==> config.mk <==
export PLATFORM = sky130hd
export DESIGN_NAME = pla_or_plane_loader
export DESIGN_NICKNAME = d
export VERILOG_FILES = /design/src/rtl/pla_pkg.sv /design/src/rtl/pla_or_plane_loader.sv
export SDC_FILE = /design/constraint.sdc
export NUM_CORES = 1
export LEC_CHECK = 0
export ABC_AREA = 0
export CAP_MARGIN = 10
export CELL_PAD_IN_SITES_DETAIL_PLACEMENT = 1
export CELL_PAD_IN_SITES_GLOBAL_PLACEMENT = 2
export CORE_MARGIN = 10
export CORE_UTILIZATION = 25
export CTS_CLUSTER_DIAMETER = 200
export CTS_CLUSTER_SIZE = 28
export DETAILED_ROUTE_END_ITERATION = 8
export HOLD_SLACK_MARGIN = 0.06
export PLACE_DENSITY_LB_ADDON = 0.1
export SYNTH_ARGS = -nofsm -noshare
export SYNTH_HDL_FRONTEND = slang
export SYNTH_SLANG_ARGS = --single-unit
==> constraint.sdc <==
create_clock -name clk -period 1.4 [get_ports clk]
set_input_delay 0.28 -clock clk [delete_from_list [all_inputs] [get_ports clk]]
set_output_delay 0.28 -clock clk [all_outputs]
set_load 0.01 [all_outputs]
==> src/rtl/pla_pkg.sv <==
// Shared PLA definitions: loader FSM states, default plane dimensions and a one-hot decode.
package pla_pkg;

   typedef enum logic [2:0] {
      IDLE   = 3'd0,
      WAIT   = 3'd1,
      SETUP  = 3'd2,
      STROBE = 3'd3,
      HOLD   = 3'd4
   } load_state_t;

   localparam int PLA_NUM_INPUTS  = 5;
   localparam int PLA_NUM_OUTPUTS = 4;
   localparam int PLA_ONEHOT_W    = 32;

   // Wide one-hot; callers size-cast the result down to their strobe width.
   function automatic logic [PLA_ONEHOT_W-1:0] onehot(input logic [31:0] k);
      return PLA_ONEHOT_W'(1) << k;
   endfunction

endpackage

==> src/rtl/pla_or_plane_loader.sv <==
// Programs OR-plane cells one at a time: sel is set up a cycle before and held a cycle
// after each single-cycle wen pulse, so each cell captures a settled select word.
module pla_or_plane_loader
   import pla_pkg::*;
#(
   parameter int NUM_INPUTS  = PLA_NUM_INPUTS,
   parameter int NUM_OUTPUTS = PLA_NUM_OUTPUTS,
   parameter int IDX_W       = (NUM_OUTPUTS > 1) ? $clog2(NUM_OUTPUTS) : 1
) (
   input  logic                   clk,
   input  logic                   rst,
   input  logic                   start,
   input  logic                   abort,
   input  logic                   cfg_valid,
   input  logic [NUM_INPUTS-1:0]  cfg_data,
   output logic                   cfg_ready,
   output logic [NUM_INPUTS-1:0]  sel,
   output logic [NUM_OUTPUTS-1:0] wen,
   output logic                   busy,
   output logic                   done,
   output logic [IDX_W-1:0]       idx
);

   localparam logic [IDX_W-1:0] LAST_IDX = IDX_W'(NUM_OUTPUTS - 1);

   load_state_t            state, state_nxt;
   logic [NUM_INPUTS-1:0]  sel_nxt;
   logic [NUM_OUTPUTS-1:0] wen_nxt;
   logic [IDX_W-1:0]       idx_nxt;
   logic                   done_nxt;

   always_ff @(posedge clk) begin
      if (rst) begin
         state <= IDLE;
         sel   <= '0;
         wen   <= '0;
         idx   <= '0;
         done  <= 1'b0;
      end else begin
         state <= state_nxt;
         sel   <= sel_nxt;
         wen   <= wen_nxt;
         idx   <= idx_nxt;
         done  <= done_nxt;
      end
   end

   // wen defaults low every cycle, so a strobe can never last more than one cycle.
   always_comb begin
      state_nxt = state;
      sel_nxt   = sel;
      wen_nxt   = '0;
      idx_nxt   = idx;
      done_nxt  = done;
      if (state != IDLE && abort) begin
         state_nxt = IDLE;
         idx_nxt   = '0;
      end else begin
         case (state)
            IDLE: begin
               if (start && !abort) begin
                  state_nxt = WAIT;
                  idx_nxt   = '0;
                  done_nxt  = 1'b0;
               end
            end
            WAIT: begin
               if (cfg_valid) begin
                  sel_nxt   = cfg_data;
                  state_nxt = SETUP;
               end
            end
            SETUP: begin
               state_nxt = STROBE;
               wen_nxt   = NUM_OUTPUTS'(onehot(32'(idx)));
            end
            STROBE: state_nxt = HOLD;
            HOLD: begin
               if (idx == LAST_IDX) begin
                  state_nxt = IDLE;
                  done_nxt  = 1'b1;
               end else begin
                  idx_nxt   = idx + IDX_W'(1);
                  state_nxt = WAIT;
               end
            end
            default: begin
               state_nxt = IDLE;
               idx_nxt   = '0;
            end
         endcase
      end
   end

   assign busy      = (state != IDLE);
   assign cfg_ready = (state == WAIT);

endmodule

==> results of run 1 <==
[repair_timing]
item,CTS,global route
cloned,0,0
pin swaps,2,0
endpoints found under the setup margin,21,7
resized for setup,27,2
[path summary, 6_finish.rpt]
kind,startpoint,depth (start not counted),end
hold reg to reg,done,2,done
hold / removal,done,2,done
setup reg to reg,state[2],5,sel[4]
setup / recovery,state[0],2,busy
[logic make-up (layout without fill, tap and decap cells)]
| group | Yosys count | count (layout) | share of synthesized area |
|---|---|---|---|
| adder cells (fa/ha/maj) | 1 | 1 | 0.01779 |
| multiplexers | 6 | 6 | 0.08719 |
| XOR/XNOR | 1 | 1 | 0.01246 |
| buffers and inverters | 6 | 42 | 0.04448 |
| flip-flops | 15 | 15 | 0.4270 |
| AO/OA/AOI/OAI | 8 | 8 | 0.07295 |
| AND/OR/NAND/NOR | 37 | 37 | 0.3381 |
[power breakdown]
| group | total [W] | internal [W] | switching (W) |
|---|---|---|---|
| registers | 0.000440 | 0.000435 | 0.00000525 |
| clock network | 0.000254 | 0.000106 | 0.000147 |
| logic | 0.000146 | 0.0000837 | 0.0000627 |
| total | 0.000840 | 0.000625 | 0.000215 |
[per-stage QoR]
step	instances	setup WS [ps]
detailed placement	137	-176.0
global route	141	-79.05
CTS	141	-44.06
floorplan	74	103.3
finish	141	-21.06
global placement	137	-170.3
[tightest hold or removal path: stages (launching register included)]
cell	delay [ps]
dfxtp_1	330
nand2_1	50
a21oi_1	50
[cells in the mapped netlist (2+ instances only)]
library cell   n  area, um2
inv_1          2      7.510
mux2i_1        5      50.05
nand3_1        6      30.03
clkbuf_1       2      7.510
a21oi_1        3      15.01
nand2b_1      11      68.82
nand3b_1       3      22.52
nor2_1         7      26.28
dfxtp_1       15      300.3
o21ai_0        2      10.01
[final cells by class]
cell class / count / area, um2 / share of cell area
clock inverters: 1 / 5.005 / 0.004673
inverters: 2 / 7.507 / 0.007009
clock buffers: 3 / 22.52 / 0.02103
repair buffers: 36 / 312.8 / 0.2921
flip-flops and latches: 15 / 306.5 / 0.2862
multi-input cells: 53 / 377.9 / 0.3528
well taps: 31 / 38.79 / 0.03621
[flip-flops by register name, indices dropped and copies added, names as in the netlist]
name / cells
done: 1
idx: 2
sel: 5
state: 3
wen: 4
[per-layer routing]
layer | GRT usage | vias to the layer above | share of wire
li1 | - | 325 | -
met1 | 0.08501 | 290 | 0.44
met2 | 0.1232 | 15 | 0.47
met3 | 0.03673 | 5 | 0.075
met4 | 0.03797 | 0 | 0.015
met5 | 0 | - | 0
==> results by stage, run 1 <==
Outcome:
- The run finished, with violations left.
- The final reports fail on setup timing.

Clock network:
- The clock passes through at most 2 buffers.
- The clock latency on the worst-skew pair is 290 ps.
- The CTS sink count is 15.
- Clock-pin slew was measured on the worst setup and hold paths at 90 ps.
- The post-CTS setup buffer count is 0.
- Clock tree synthesis selected as its root buffer the cell clkbuf_4.
- The maximum level of the CTS H-tree is 1.
- After clock tree synthesis, the flow added hold-fix buffers numbering 0.
- The CTS tree is done.
- The number of buffers added by the clock tree synthesis step is 3.

Cells and area:
- Leaving out fill and tap cells, the most frequent cells in the layout are 12 x dlygate4sd2_1, 12 x buf_4, 11 x nand2b_1.
- The layout filler cell count is 333.
- The finished cells cover 1071 um2.
- The proportion of layout cells with a drive suffix above 1 is 0.2818.
- 0 antenna diodes ended up in the layout.
- The post-layout net count is between 100 and 150.
- The signed area change from the synthesized netlist to the final layout is 52.31%.
- For this run, the share of the core covered by cells in the final layout is 0.3918.

Worst setup path:
- The setup slack of the most critical reg-to-reg path is 40 ps.
- The critical path is of the reg2out type.
- The data arrival at the endpoint of the critical path is 1140 ps.
- The type of origin of the critical path is a flip-flop.
- The required arrival time at the worst endpoint is around 1100 ps.
- The worst setup path is captured at an output pin.
- For this design, the slowest cell found on the critical path is or3_4.
- The largest single stage delay on the critical path is 380 ps.
- The number of buffers and inverters on the critical path is 1.
- Walking the worst path, the cells encountered are or3_4 -> buf_6.
- In this design, the largest share of critical-path delay is due to simple AND/OR/NAND/NOR gates.
- Of all nets on the critical path, the largest fanout is 3.

Power and ir drop:
- In this run the static leakage power is 0.4620 nW.
- The total design power is approximately 0.00084 W.
- IR analysis of the VDD net gives a maximum drop of approximately 0.00055 V.
- The power density relative to cell area is 784.4 nW/um2.

Yosys:
- The number of cells produced by synthesis is 74.
- After synthesis the cells add up to 703.2 um2.
- Of all flip-flops after synthesis, the portion carrying an async set or reset was 0.
- For this run, the register share of the synthesized area comes to 0.4270.
- The average instance in the mapped netlist occupies 9.502 um2.
- Counting every net in the synthesized netlist gives 85.
- The dominant register cell in the synthesized netlist is dfxtp_1.
- The synthesized design contains 15 register bits.
- The count of cell types in the netlist is 28.
- The number of warnings reported in the yosys synthesis log is 0.
- The number of enable flip-flop cells after synthesis is 0.

STA:
- The worst pin sits at a relative slew slack of 0.8025.
- The final critical-path required period is around 1400 ps.
- In the post-route analysis, the smallest setup slack over all paths is -21.06 ps.
- After routing, the total negative slack on setup checks comes to -21.06 ps.
- Across the routed clock network, the largest skew measured is 3.296 ps.
- Setup repair after global routing could not meet its margin everywhere.
- The count of final setup violators is 1.
- Dividing the final minimum period by the clock period gives 1.015.
- The smallest hold slack is 470.4 ps.
- The count of final hold-check violations is 0.
- Derived from the worst setup path, the maximum achievable clock frequency is 703.7 MHz.
- The final-report max-slew violation count was 0.
- The measured slew at the worst slew-check pin is 293.6 ps.

Global routing:
- The overflow left after global routing is 0.
- The combined global-route utilization of all metal layers is 0.07783.
- The via count of the first global-routing pass is 667.
- Entering global routing, the biggest net connects 12 pins.
- The number of antenna violations at the first check in global routing is 0.
- The first global-routing pass estimated 3305 um of wire.

Floorplan:
- In this run the vertical extent of the chip is 73.04 um.
- In this run the count of I/O pins placed on the die edge is 24.
- The die outline width is about 73 um.
- After floorplanning, the core was sized to cover between 2000 and 3000 um2.
- The initial core utilization is 0.2572.
- The floorplan die area is 5334 um2.
- The initialized floorplan defines 19 standard-cell rows.

Place:
- The routability congestion estimate is 0.6893.
- The detailed placement HPWL is roughly 1500 um.
- The standard cell area after detailed placement is roughly 1000 um2.
- The number of port buffers is 23.

Route:
- The average via count per standard cell is about 4.5.
- Detailed routing inserted a total of 635 vias.
- In the final routed layout, each cell accounts on average for around 14 um.
- The first routing iteration left 29 violations.
- For this run, design rule violations remaining after detail routing come to 0.
- Wires add up to between 1500 and 2000 um.
- The first-pass detailed-route iteration total is 3.
- The detail route stage leaves a number of antenna-violating nets equal to 0.

Run:
- The tool flagged a number of max-cap violations equal to 0.

Min path:
- The worst min-delay path class is reg2reg.
No activity file was read; power rests on OpenSTA's default activity.
==> run 2: changes to the inputs <==
--- a/config.mk
+++ b/config.mk
@@ -10,7 +10,7 @@
 export CELL_PAD_IN_SITES_DETAIL_PLACEMENT = 1
 export CELL_PAD_IN_SITES_GLOBAL_PLACEMENT = 2
 export CORE_MARGIN = 10
-export CORE_UTILIZATION = 25
+export CORE_UTILIZATION = 27
 export CTS_CLUSTER_DIAMETER = 200
 export CTS_CLUSTER_SIZE = 28
 export DETAILED_ROUTE_END_ITERATION = 8
==> constraint.sdc (replaced) <==
create_clock -name clk -period 1.8 [get_ports clk]
set_input_delay 0.36 -clock clk [delete_from_list [all_inputs] [get_ports clk]]
set_output_delay 0.36 -clock clk [all_outputs]
set_load 0.01 [all_outputs]
==> results by stage, run 2 (synthesis results as in run 1) <==
Route:
- The via count is 635 (unchanged).
- The iteration-0 DRC count of the detailed router is 30 (+3.4%).
- The met2 wire length is 849 um (-7.3%).
- The first-pass detailed-route iteration total came to 4 (+1).
- The number of nets with antenna violations after detailed routing is 0 (unchanged).
- The DRC violations left is 0 (unchanged).
- The post-detailed-route wirelength per cell is 13.96 um (+1.8%).
- The routed length on met3 was 160 um (+10%).
- Routed signal wires occupy layers up through met4.
- The average via count per standard cell is 4.669 (+3.7%).
- The total wire length is 1898 um (-1.8%).
- The met1 layer wirelength in the final routing is 840 um (-0.12%).

Cells and area:
- Ranked by flip-flop count, first place goes to sel.
- The leading cell type in the layout, fill and taps excluded is clkdlybuf4s50_1.
- The layout filler cell count came to 307 (-7.8%).
- The flip-flop count of the largest register after layout came to 5 (unchanged).
- The utilization after layout is 0.4197 (+0.02793).
- The largest registers in the layout are sel x5, wen x4, state x3.
- The sequential cell area was 300.3 um2 (-2.0%).
- The antenna diode count came to 0 (unchanged).
- The top cell types in the final layout, fill and taps aside, are 21 x clkdlybuf4s50_1, 15 x dfxtp_1, 11 x nand2b_1.
- The footprint of the multi-input gates is 371.6 um2 (-1.7%).
- The post-layout net count was 118 (-3.3%).
- The proportion of layout cells with a drive suffix above 1 came to 0.1698 (-0.1120).
- Compared with the post-synthesis result, the final layout area differs by 47.87%.

Worst setup path:
- The required arrival time at the worst endpoint is 1440 ps (+320 ps).
- The critical path buffer and inverter count is 1 (unchanged).
- Walking the worst path, the cells encountered are or3_4 -> dlygate4sd2_1.
- The critical path in this run is classified as reg2out.
- The largest fanout on the critical path is 7 (+4).
- The highest cell delay on the worst timing path is 420 ps (+40 ps).
- The worst setup path is launched from a flip-flop.
- On the critical path, the stage with the largest delay is an instance of or3_4.
- STA classifies the critical path endpoint as an output pin.
- The dominant delay contributor by cell family on the critical path is simple AND/OR/NAND/NOR gates.
- The data arrival at the endpoint of the critical path came to 1390 ps (+250 ps).

Clock network:
- TritonCTS built the clock tree.
- The CTS sink count came to 15 (unchanged).
- The clock latency on the worst-skew pair came to 300 ps (about the same).
- The count of hold buffers inserted by post-cts repair is 0 (unchanged).
- The buffer type at the clock tree root is clkbuf_4.
- The number of buffers added by the clock tree synthesis step is 3 (unchanged).
- The maximum number of buffers from clock root to sink is 2 (unchanged).
- The clock-pin slew reported for the worst setup and hold paths after clock tree synthesis is 100 ps (about the same).
- The maximum level of the CTS H-tree is 1 (unchanged).

STA:
- The maximum clock frequency is 570.5 MHz.
- The measured slew at the worst slew-check pin is 257.8 ps (-35.76 ps).
- The count of final setup violators came to 0 (-1).
- The final-report max-slew violation count came to 0 (unchanged).
- The final critical-path required period is 1753 ps.
- The clock skew after layout came to 3.243 ps (-0.05290 ps).
- The count of final hold-check violations is 0 (unchanged).
- The share of the clock period used by the worst path after layout is 0.9738.
- Setup repair after global routing left no endpoint under its margin.
- The final sum of negative setup slack is 0 ps (+21.06 ps).
- The worst-case headroom to the max-slew limit came to 0.8265 (+0.02406).

Floorplan:
- The initial core utilization is 0.2838 (+0.02663).
- The floorplan die area is 5045 um2 (-5.4%).
- The boundary pin count came to 24 (unchanged).
- The height of the die came to 71.03 um (-2.7%).
- The floorplan core area is 2477 um2 (-9.4%).
- The placement row count came to 18 (-1).
- The die outline width is 71.03 um (-2.7%).

Global routing:
- The overflow left after global routing is 0 (unchanged).
- The number of antenna violations at the first check in global routing was 0 (unchanged).
- The via count of the first global-routing pass came to 686 (+2.8%).
- The wire length of the first global-routing pass is 3153 um (-4.6%).
- The maximum number of pins on one net before global-route repair is 13 (+1).
- The combined global-route utilization of all metal layers is 0.07837 (+0.0005360).

Power and ir drop:
- The worst voltage drop across the vdd grid is 0.0003310 V (-40%).
- The total design power is 0.0006567 W (-22%).
- The cell leakage power is 0.3824 nW (-17%).
- The power density relative to cell area came to 631.5 nW/um2 (-19%).

Place:
- The number of port buffers is 23 (unchanged).
- The detailed placement HPWL came to 1502 um (-3.1%).
- The routability congestion estimate came to 0.6934 (+0.59%).

Run:
- The number of max-cap violations is 0 (unchanged).

Min path:
- The worst min-delay path class is reg2reg.

Outcome:
- The run finished with clean final reports.
-- run 2: area by class of cell --
cell class / instances / share of cell area
Sequential cell: 15 / 0.2888
Inverter: 2 / 0.007220
Timing Repair Buffer: 32 / 0.2840
Tap cell: 30 / 0.03610
Clock inverter: 1 / 0.004813
Multi-Input combinational cell: 53 / 0.3574
Clock buffer: 3 / 0.02166
-- run 2: timing repair --
action,4_1_cts,5_1_grt
resized for setup,2,0
buffers inserted,0,0
setup endpoints to repair,2,0
-- run 2: metrics by stage --
| stage | worst slack [ps] | hold WS, ps | instance area [um2] | std cells |
|---|---|---|---|---|
| after global routing | 7.644 | 508.9 | 1040 | 136 |
| after floorplan | 503.3 | 489.6 | 703.2 | 74 |
| after CTS | 42.64 | 487.7 | 1040 | 136 |
| after global placement | 173.0 | 457.6 | 1015 | 132 |
| final | 47.21 | 481.8 | 1040 | 136 |
| after detailed placement | 154.0 | 466.0 | 1015 | 132 |
-- run 2: routing by layer --
| layer | vias up | global-route usage |
|---|---|---|
| li1 | 322 | - |
| met1 | 292 | 0.08119 |
| met2 | 16 | 0.1217 |
| met3 | 5 | 0.04463 |
| met4 | 0 | 0.04516 |
| met5 | - | 0 |
-- run 2: worst register-to-register path, cell delays in order, from the launching register on --
cell	delay, ps
dfxtp_1	380
nand2b_2	200
buf_4	150
nor4b_4	240
buf_4	190
mux2i_1	180
-- run 2: path summary, 6_finish.rpt --
path | start | to | slack, ps | cells past startpoint
worst min register to register | sel[1] | sel[1] | 480 | 2
worst max register to register | state[2] | sel[3] | 390 | 5
worst min-delay path | sel[1] | sel[1] | 480 | 2
worst max-delay path | state[2] | busy | 50 | 2
-- run 2: power by group --
part           internal, W  switching (W)  total [W]
registers         0.000338     0.00000388   0.000341
clock network    0.0000829       0.000125   0.000208
logic            0.0000599      0.0000470   0.000107
==> variant 1: new RTL, flow settings as in run 2 <==
The package constant `PLA_NUM_OUTPUTS` goes from 4 to 8.
--- a/src/rtl/pla_pkg.sv
+++ b/src/rtl/pla_pkg.sv
@@ -10,7 +10,7 @@
    } load_state_t;
 
    localparam int PLA_NUM_INPUTS  = 5;
-   localparam int PLA_NUM_OUTPUTS = 4;
+   localparam int PLA_NUM_OUTPUTS = 8;
    localparam int PLA_ONEHOT_W    = 32;
 
    // Wide one-hot; callers size-cast the result down to their strobe width.
Interface: changed (resized idx and wen); port bits go from 24 to 29. No check against the original RTL was run, so the function may have changed too.
==> variant 1 against run 2 <==
- combinational power is 7% higher
- sequential cell count up 5
- design area is 31% higher
- setup slack improved by 19 ps
- critical path type unchanged
- area after synthesis is 35% higher
- power is 44% higher
- clock power is 79% higher
- sequential power grew 34%
- wire length is 26% higher
==> variant 1: results (changes against run 2) <==
* Synth Net Count: 109 (+28%)
- The proportion of total power due to net switching came to 0.2187 (-0.04970).
- Count of cell types in the netlist: 31 (+11%)
- Placed Cells: 171 (+30%)
- Met3 routing resource usage after global routing: 0.02815 (-0.01648)
- The filler cell count in the final layout was 417 (+36%).
- Worst-margin pin slew: 363.4 ps (+105.6 ps)
* Largest registers: wen: 8 flops, sel: 5 flops
- The power in sequential cells is 0.458 mW (+34%).
- Complex-gate fraction of the synthesized area: 0.1217 (+0.04874)
- The wire length on met1 was 1.165 mm (+39%).
- Ranked by instance count, the synthesized netlist is headed by 20 x sky130_fd_sc_hd__dfxtp_1, 9 x sky130_fd_sc_hd__a21oi_1, 8 x sky130_fd_sc_hd__and2_1.
- The number of clock sinks seen by CTS was 20 (+5).
- The met2 routing resource usage after global routing came to 0.1264 (+0.004766).
- The met3 routed wirelength was 143 µm (-11%).
- Number of DRC markers after the initial detailed-route iteration: 28 (-6.7%)
- Final Instance Count excl. Fillers: 175 (+29%)
- The area occupied by registers is 404.1 µm² (+35%).
- The non-clock buffering overhead in the final layout came to 0.2488 (-0.03515).
* Cells resized by post-CTS repair: 5 (+3)
- The setup clock skew after layout is 8.583 ps (+5.340 ps).
- Arrival time of data at the critical path endpoint: 1370 ps (-20 ps)
- Worst slack at placement: 44.94 ps (-109.1 ps)
- Run status: completed
- The met2 routed wirelength came to 1.071 mm (+26%).
- Portion of the post-synthesis area used by sequential elements: 0.4233 (-0.003766)
* Multi-input logic cell count: 66 (+25%)
- The via count was 783 (+23%).
## variant 1: changes by cell type after synthesis, moves of 3 or more
cell and delta:
sky130_fd_sc_hd__nand2b_1 -11, sky130_fd_sc_hd__and2_1 +8, sky130_fd_sc_hd__a21oi_1 +6, sky130_fd_sc_hd__dfxtp_1 +5, sky130_fd_sc_hd__mux2i_1 -5, sky130_fd_sc_hd__nor2_1 -5, sky130_fd_sc_hd__ha_1 +4, sky130_fd_sc_hd__o21ai_0 +4
sky130_fd_sc_hd__nand2_1 +3
## variant 1: final timing paths
check | from | end | slack, ps | cells past startpoint
worst min register to register | sel[0] | sel[0] | 480 | 2
worst max-delay path | state[1] | busy | 70 | 2
worst max register to register | idx[0] | idx[2] | 250 | 5
worst min-delay path | sel[0] | sel[0] | 480 | 2
==> variant 2: new RTL, config.mk and constraints of run 2 <==
Without the edit above. Re-encode `load_state_t` (5 states) as one-hot, 5 bits wide.
--- a/src/rtl/pla_pkg.sv
+++ b/src/rtl/pla_pkg.sv
@@ -1,12 +1,12 @@
 // Shared PLA definitions: loader FSM states, default plane dimensions and a one-hot decode.
 package pla_pkg;
 
-   typedef enum logic [2:0] {
-      IDLE   = 3'd0,
-      WAIT   = 3'd1,
-      SETUP  = 3'd2,
-      STROBE = 3'd3,
-      HOLD   = 3'd4
+   typedef enum logic [4:0] {
+      IDLE   = 5'b00001,
+      WAIT   = 5'b00010,
+      SETUP  = 5'b00100,
+      STROBE = 5'b01000,
+      HOLD   = 5'b10000
    } load_state_t;
 
    localparam int PLA_NUM_INPUTS  = 5;
Formal check against the unedited RTL: no difference found for any inputs over 10 cycles, from zero or initial values and one cycle with rst high; not proved beyond that.
==> variant 2 against run 2 <==
- power rose by 5.4%
- sequential cell count rose by 2
- wire length rose by 20%
- design area rose by 16%
- die area rose by 12%
- area after synthesis rose by 17%
- setup slack improved by 34 ps
- count of clock-buffer cells in the layout did not move
- largest cell class unchanged
==> variant 2: results (changes against run 2) <==
- Global-route total usage across every layer: 0.08561 (+0.007249)
- Adder-cell share of the synthesized area: 0.01517 (-0.002619)
- Worst setup slack for register-to-register paths: 240 ps (-150 ps)
- Biggest area contributors in the synthesized netlist: sky130_fd_sc_hd__dfxtp_1 41%, sky130_fd_sc_hd__nand2b_1 11%, sky130_fd_sc_hd__mux2i_1 8.5%, sky130_fd_sc_hd__a21o_1 2.7%, sky130_fd_sc_hd__and3b_1 2.1%
- The maximum fanout count along the critical path is 8 (+1).
- The met3 track utilization from global routing came to 0.03679 (-0.007837).
- The worst slack at placement was 52.57 ps (-101.4 ps).
- Largest registers: sel: 5 flops, state: 5 flops, wen: 4 flops
- Period utilisation layout: 0.9548 (-0.01898)
- The share of synthesized area spent on multiplexers came to 0.08498 (-0.002211).
- Layout filler cell count: 327 (+6.5%)
- Leakage: 0.4683 nW (+22%)
- The global-route wire length before repair was 3.801 mm (+21%).
- The number of instances resized during post-cts repair came to 6 (+4).
* Nets: 134 (+14%)
- The sum of routed wire length over all layers is 2.283 mm (+20%).
- The maximum ir drop on the vdd rail came to 0.2385 mV (-28%).
- The flow ran to the end, and the final reports show no timing, DRC or antenna violations.
- Synth Net Count: 98 (+15%)
* Fraction of layout cells with a size suffix above 1: 0.1885 (+0.01871)
- The met2 routing resource usage after global routing was 0.1533 (+0.03167).
- Count of cell types in the netlist: 33 (+18%)
- Via count: 761 (+20%)
- The post-synthesis share of cell area spent on xor and xnor gates is 0 (-0.01246).
- Arrival time of data at the critical path endpoint: 1360 ps (-30 ps)
- Final worst clock skew: 7.101 ps (+3.858 ps)
[variant 2: cell types whose count changed after synthesis, moves of 3 or more]
cell,change
sky130_fd_sc_hd__a21oi_1,-3
sky130_fd_sc_hd__nand2b_1,+3
sky130_fd_sc_hd__nand3_1,-3
sky130_fd_sc_hd__nor2_1,-3
[variant 2: per-stage QoR]
stage,utilization,hold slack [ps],cell area [µm²],total power [mW],std cells
after global placement,0.4104,458.8,1161,0.4894,149
final,0.4264,488.6,1206,0.6921,153
after CTS,0.4250,495.0,1202,0.7086,153
after detailed placement,0.4104,470.2,1161,0.4904,149
after floorplan,-,436.8,824.5,0.4377,87
after global routing,0.4264,514.0,1206,0.7290,153
[variant 2: worst paths after layout]
check | from | endpoint
worst max-delay path | state[1] | busy
worst min-delay path | sel[3] | sel[3]
worst max register to register | state[4] | idx[0]
worst min register to register | sel[3] | sel[3]
[variant 2: worst max-delay path, cell delays in order (launching register included)]
cell and delay, ps:
sky130_fd_sc_hd__dfxtp_2 380, sky130_fd_sc_hd__nor4_4 320, sky130_fd_sc_hd__nand2_2 90, sky130_fd_sc_hd__dlygate4sd2_1 290
[variant 2: where the power goes]
group / total, mW / switching, mW / internal, mW
Clock: 0.209 / 0.127 / 0.0825
Combinational: 0.0987 / 0.0417 / 0.0570
Sequential: 0.384 / 0.00440 / 0.380
[variant 2: final cells by class]
cell class / instances / share of cell area
clock buffers: 3 / 0.01867
clock inverters: 1 / 0.004149
inverters: 3 / 0.009336
multi-input cells: 65 / 0.3994
flip-flops and latches: 17 / 0.2853
well taps: 31 / 0.03216
repair buffers: 33 / 0.2510
[variant 2: routing by layer]
metal | vias to the layer above | part of all wire
met3 | 2 | 0.082
met4 | 0 | 0.0070
li1 | 389 | -
met1 | 353 | 0.44
met2 | 17 | 0.47
met5 | - | 0
